$ cat src/rtl/irq_pkg.sv
// irq_pkg: shared state encoding, default sizing and priority encoder for irq_ctrl
package irq_pkg;
  typedef enum logic [1:0] {IDLE = 2'd0, ASSERT = 2'd1, HOLDOFF = 2'd2} state_t;
  localparam int DEF_NUM_SRC = 4;
  localparam int DEF_SYNC_STAGES = 2;
  localparam int DEF_HOLDOFF = 3;
  function automatic logic [4:0] prio_enc(input logic [31:0] v);
    logic [4:0] r;
    r = 5'd0;
    for (int i = 31; i >= 0; i--) r = v[i] ? 5'(i) : r;
    return r;
  endfunction
endpackage

$ cat src/rtl/irq_sync.sv
// irq_sync: multi-flop synchroniser with a one-cycle rising-edge strobe
module irq_sync import irq_pkg::*; #(
  parameter int STAGES = DEF_SYNC_STAGES
) (
  input  logic clk,
  input  logic rst,
  input  logic d,
  output logic q,
  output logic rise
);
  logic [STAGES:0] sh;
  always_ff @(posedge clk or negedge rst)
    if (!rst) sh <= '0;
    else sh <= {sh[STAGES-1:0], d};
  assign q = sh[STAGES-1];
  assign rise = q & ~sh[STAGES];
endmodule

$ cat src/rtl/irq_ctrl.sv
// irq_ctrl: multi-source maskable interrupt controller with fixed priority and post-ack holdoff
module irq_ctrl import irq_pkg::*; #(
  parameter int NUM_SRC = DEF_NUM_SRC,
  parameter int SYNC_STAGES = DEF_SYNC_STAGES,
  parameter int HOLDOFF = DEF_HOLDOFF,
  parameter int ID_W = (NUM_SRC > 1) ? $clog2(NUM_SRC) : 1
) (
  input  logic               clk,
  input  logic               rst,
  input  logic [NUM_SRC-1:0] src,
  input  logic [NUM_SRC-1:0] edge_mode,
  input  logic [NUM_SRC-1:0] mask,
  input  logic               ack,
  output logic               interrupter,
  output logic [ID_W-1:0]    irq_id,
  output logic [NUM_SRC-1:0] pending
);
  localparam int CW = $clog2(HOLDOFF + 1);
  logic [NUM_SRC-1:0] s_sync, rise, pend_q, clr, req;
  state_t state, state_n;
  logic [CW-1:0] cnt, cnt_n;
  logic int_n;
  logic [ID_W-1:0] id_n;
  for (genvar g = 0; g < NUM_SRC; g++) begin : g_src
    irq_sync #(.STAGES(SYNC_STAGES)) u_sync (.clk(clk), .rst(rst), .d(src[g]), .q(s_sync[g]), .rise(rise[g]));
  end
  assign clr = (state == ASSERT && ack) ? (NUM_SRC'(1) << irq_id) : '0;
  assign pending = (edge_mode & pend_q) | (~edge_mode & s_sync);
  assign req = pending & mask;
  // The last holdoff cycle arbitrates like IDLE so the low gap is exactly HOLDOFF cycles.
  always_comb begin
    state_n = state;
    cnt_n = cnt;
    int_n = interrupter;
    id_n = irq_id;
    if (state == ASSERT) begin
      if (ack) begin
        state_n = irq_pkg::HOLDOFF;
        cnt_n = CW'(HOLDOFF);
        int_n = 1'b0;
      end
    end else if (state == irq_pkg::HOLDOFF && cnt != CW'(1)) begin
      cnt_n = cnt - 1'b1;
    end else if (req != '0) begin
      state_n = ASSERT;
      int_n = 1'b1;
      id_n = ID_W'(prio_enc(32'(req)));
    end else begin
      state_n = IDLE;
    end
  end
  // Set beats clear: a fresh edge during the acking cycle stays latched.
  always_ff @(posedge clk or negedge rst)
    if (!rst) begin
      state <= IDLE;
      cnt <= '0;
      interrupter <= 1'b0;
      irq_id <= '0;
      pend_q <= '0;
    end else begin
      state <= state_n;
      cnt <= cnt_n;
      interrupter <= int_n;
      irq_id <= id_n;
      pend_q <= edge_mode & (rise | (pend_q & ~clr));
    end
endmodule
$ cat config.mk
export PLATFORM = sky130hd
export DESIGN_NAME = irq_ctrl
export DESIGN_NICKNAME = d
export VERILOG_FILES = /design/src/rtl/irq_pkg.sv /design/src/rtl/irq_sync.sv /design/src/rtl/irq_ctrl.sv
export SDC_FILE = /design/constraint.sdc
export NUM_CORES = 1
export LEC_CHECK = 0
export ABC_AREA = 1
export CAP_MARGIN = 30
export CORE_MARGIN = 1.5
export CORE_UTILIZATION = 44
export DETAILED_ROUTE_END_ITERATION = 12
export PLACE_DENSITY = 0.74
export SYNTH_ARGS = -nofsm -noshare
export SYNTH_HDL_FRONTEND = slang
export SYNTH_HIERARCHICAL = 1
export SYNTH_SLANG_ARGS = --single-unit
$ cat constraint.sdc
create_clock -name clk -period 1.3 [get_ports clk]
set_input_delay 0.26 -clock clk [delete_from_list [all_inputs] [get_ports clk]]
set_output_delay 0.26 -clock clk [all_outputs]
set_load 0.01 [all_outputs]
==> results <==
where the power goes:
group / internal [uW] / switching [uW]
sequential: 836 / 59.1
clock: 115 / 213
combinational: 393 / 475
total: 1340 / 747
stage by stage:
step	TNS, ps	instances	power, uW	util, %	setup WS (ps)
6_report	-152	179	2090	65.7	-61.5
5_1_grt	-333	179	2240	65.7	-118
4_1_cts	-187	176	2070	63.2	-64.6
3_5_place_dp	-3210	168	1730	61.7	-477
3_3_place_gp	-2870	168	1700	61.7	-451
2_1_floorplan	0	107	1430	-	79.4
layout by cell type, fill, tap and decap left out, types with 2 or more instances in the layout:
cell type        synthesis  layout
o21ai_1                  4       4
buf_6                    0       2
nand2_2                  5       8
dfrtp_1                 23      23
clkdlybuf4s50_1          0      10
nand3_1                  5       5
and2_1                   3       2
clkbuf_4                 0       3
nor2_2                   4       4
nand2_1                 18      14
inv_2                    4       6
buf_4                    0      19
a21oi_1                  4       4
dlygate4sd2_1            0       6
buf_2                    0       2
inv_1                   23      21
nor2_4                   2       2
nand3_2                  2       2
nand2_4                  4       5
metal layers:
metal  part of all wire, %  vias to the layer above  wire length, um  track usage, %
met4                   2.4                        0               43            10.8
met5                     0                        -                0               0
met3                   3.1                        5               55            1.75
met1                    45                      382              812            19.8
li1                      -                      408                -               -
met2                    49                       17              877            27.5
cells by family (layout without fill, tap and decap cells):
| logic type | Yosys count | count (layout) | synth area share, % |
|---|---|---|---|
| and+or+nand+nor | 44 | 44 | 25.5 |
| AOI/OAI and AO/OA | 11 | 11 | 6.15 |
| adders and majority gates | 1 | 1 | 1.23 |
| DFF | 23 | 23 | 56.6 |
| buffers and inverters | 28 | 72 | 10.6 |
sequential cells by signal (all words and copies together), names as in the netlist:
register,cells
irq_id,2
cnt,2
state,2
pend_q,4
g_src.u_sync/sh,12
interrupter,1
what timing repair did:
item                       4_1_cts  5_1_grt
resized for setup               23       11
hold buffers                     0        0
pin swaps                        1        7
setup endpoints to repair       10        7
buffers inserted                 4        3
hold endpoints to repair         0        0
final cells by class:
| cell class | instances | share of cell area [%] |
|---|---|---|
| clock buffers | 3 | 1.56 |
| clock inverters | 1 | 0.348 |
| inverters | 28 | 7.47 |
| multi-input cells | 56 | 24.6 |
| flip-flops and latches | 23 | 40.0 |
| well taps | 28 | 2.43 |
| repair buffers | 40 | 23.6 |
path summary, 6_finish.rpt:
check / from / to / slack (ps) / cells past startpoint
max: pend_q[2]$_DFF_PN0_ / pending[2] / -60 / 4
min: rst / g_src[1].u_sync/sh[1]$_DFF_PN0_ / 270 / 2
max reg2reg: g_src[0].u_sync/sh[1]$_DFF_PN0_ / interrupter$_DFFE_PN0P_ / 90 / 10
min reg2reg: g_src[0].u_sync/sh[0]$_DFF_PN0_ / g_src[0].u_sync/sh[1]$_DFF_PN0_ / 360 / 0
max in group asynchronous: rst / cnt[1]$_DFFE_PN0P_ / 800 / 2
min in group clk: edge_mode[3] / pend_q[3]$_DFF_PN0_ / 310 / 3
==> impl_metrics.env <==
export IMPL_area_growth_pct=41.6
export IMPL_io_buffer_count=21
export IMPL_setup_violations_final=3
export IMPL_startpoint_type="register"
export IMPL_stdcell_area_mm2=0.00144
export IMPL_synth_top_cell_by_area="dfrtp_1"
export IMPL_routed_wl_mm=1.79
export IMPL_tightest_slew_ps=279
export IMPL_grt_max_degree=24
export IMPL_antenna_found_initial=0
export IMPL_finClkSkew_ps=8.17
export IMPL_cp_max_fo=2
export IMPL_gp_congestion=0.739
export IMPL_dpl_cell_area_mm2=0.00135
export IMPL_fill_cells=185
export IMPL_ys_seq_area_share_pct=56.6
export IMPL_slew_headroom_pct=81.4
export IMPL_grt_pass1_wl_mm=3.13
export IMPL_tritoncts="built"
export IMPL_overflow=0
export IMPL_vias=812
export IMPL_clkTransAtPathRegs_ps=130
export IMPL_finalMaxSlewViolations=0
export IMPL_yosysUniqueCellTypes=19
export IMPL_insertion_delay_ps=310
export IMPL_die_y_um=51.1
export IMPL_multi_input_area_um2=354
export IMPL_yosys_top_cells_area="dfrtp_1, inv_1, nand2_1"
export IMPL_fin_crit_ps=1360
export IMPL_worstPathArrival_ps=1100
export IMPL_status="complete, but fails checks"
export IMPL_numCtsBuffers=3
export IMPL_first_pass_iters=4
export IMPL_syn_area_per_cell_um2=9.51
export IMPL_die_area_mm2=0.00261
export IMPL_hold_viol_final=0
export IMPL_dp_hpwl_mm=1.33
export IMPL_ys_seq_elements=23
export IMPL_start_util_pct=46.4
export IMPL_peakVddDrop_v=0.000977
export IMPL_grt_pass1_vias=781
export IMPL_yosys_top_cells_count="dfrtp_1, inv_1, nand2_1"
export IMPL_crit_type="register to output pin"
export IMPL_fin_hold_ws_ps=273
export IMPL_maxCapViolations=0
export IMPL_vias_per_cell=4.54
export IMPL_synth_area_mm2=0.00102
export IMPL_synth_edff_count=0
export IMPL_worstPathCellList="inv_1 -> nand2_1 -> and2_1 -> buf_2"
export IMPL_cts_root_buf="clkbuf_4"
export IMPL_boundaryPins=22
export IMPL_path_delay_family="flip-flops"
export IMPL_die_w_um=51.1
export IMPL_grt_usage_pct=16.4
export IMPL_p_per_area_mw_per_mm2=1450
export IMPL_rsz0062_at_grt="true"
export IMPL_synthArstFlopShare_pct=100
export IMPL_required_ps=1040
export IMPL_fin_crit_sh_pct=105
export IMPL_crit_buf_inv=2
export IMPL_core_area_mm2=0.00219
export IMPL_end_kind="output pin"
export IMPL_drc=0
export IMPL_synth_ff_type="dfrtp_1"
export IMPL_hp_class="input pin to async pin"
export IMPL_yosysWarnings=6
export IMPL_max_stage_delay_ps=400
export IMPL_ant_nets=0
export IMPL_drt_iter0_drc=9
export IMPL_n_antenna_cell=0
export IMPL_drive_above_1_share_pct=38.4
export IMPL_synth_top_cell_area_share_pct=56.6
export IMPL_fmax_mhz=735
export IMPL_cp_slowest_cell="dfrtp_1"
export IMPL_cts_num_sinks=23
export IMPL_h_tree_depth=1
export IMPL_synth_fp_nets=123
export IMPL_layout_setup_ws_ps=-61.5
export IMPL_synthCells=107
export IMPL_row_count=17
export IMPL_cts_max_path_buffers=2
export IMPL_wl_per_cell_um=9.99
export IMPL_nets=168
export IMPL_violations="negative setup slack"
export IMPL_p_leak_uw=0.000768
export IMPL_seq_area_um2=576
Power figures use the tool's default switching activity.
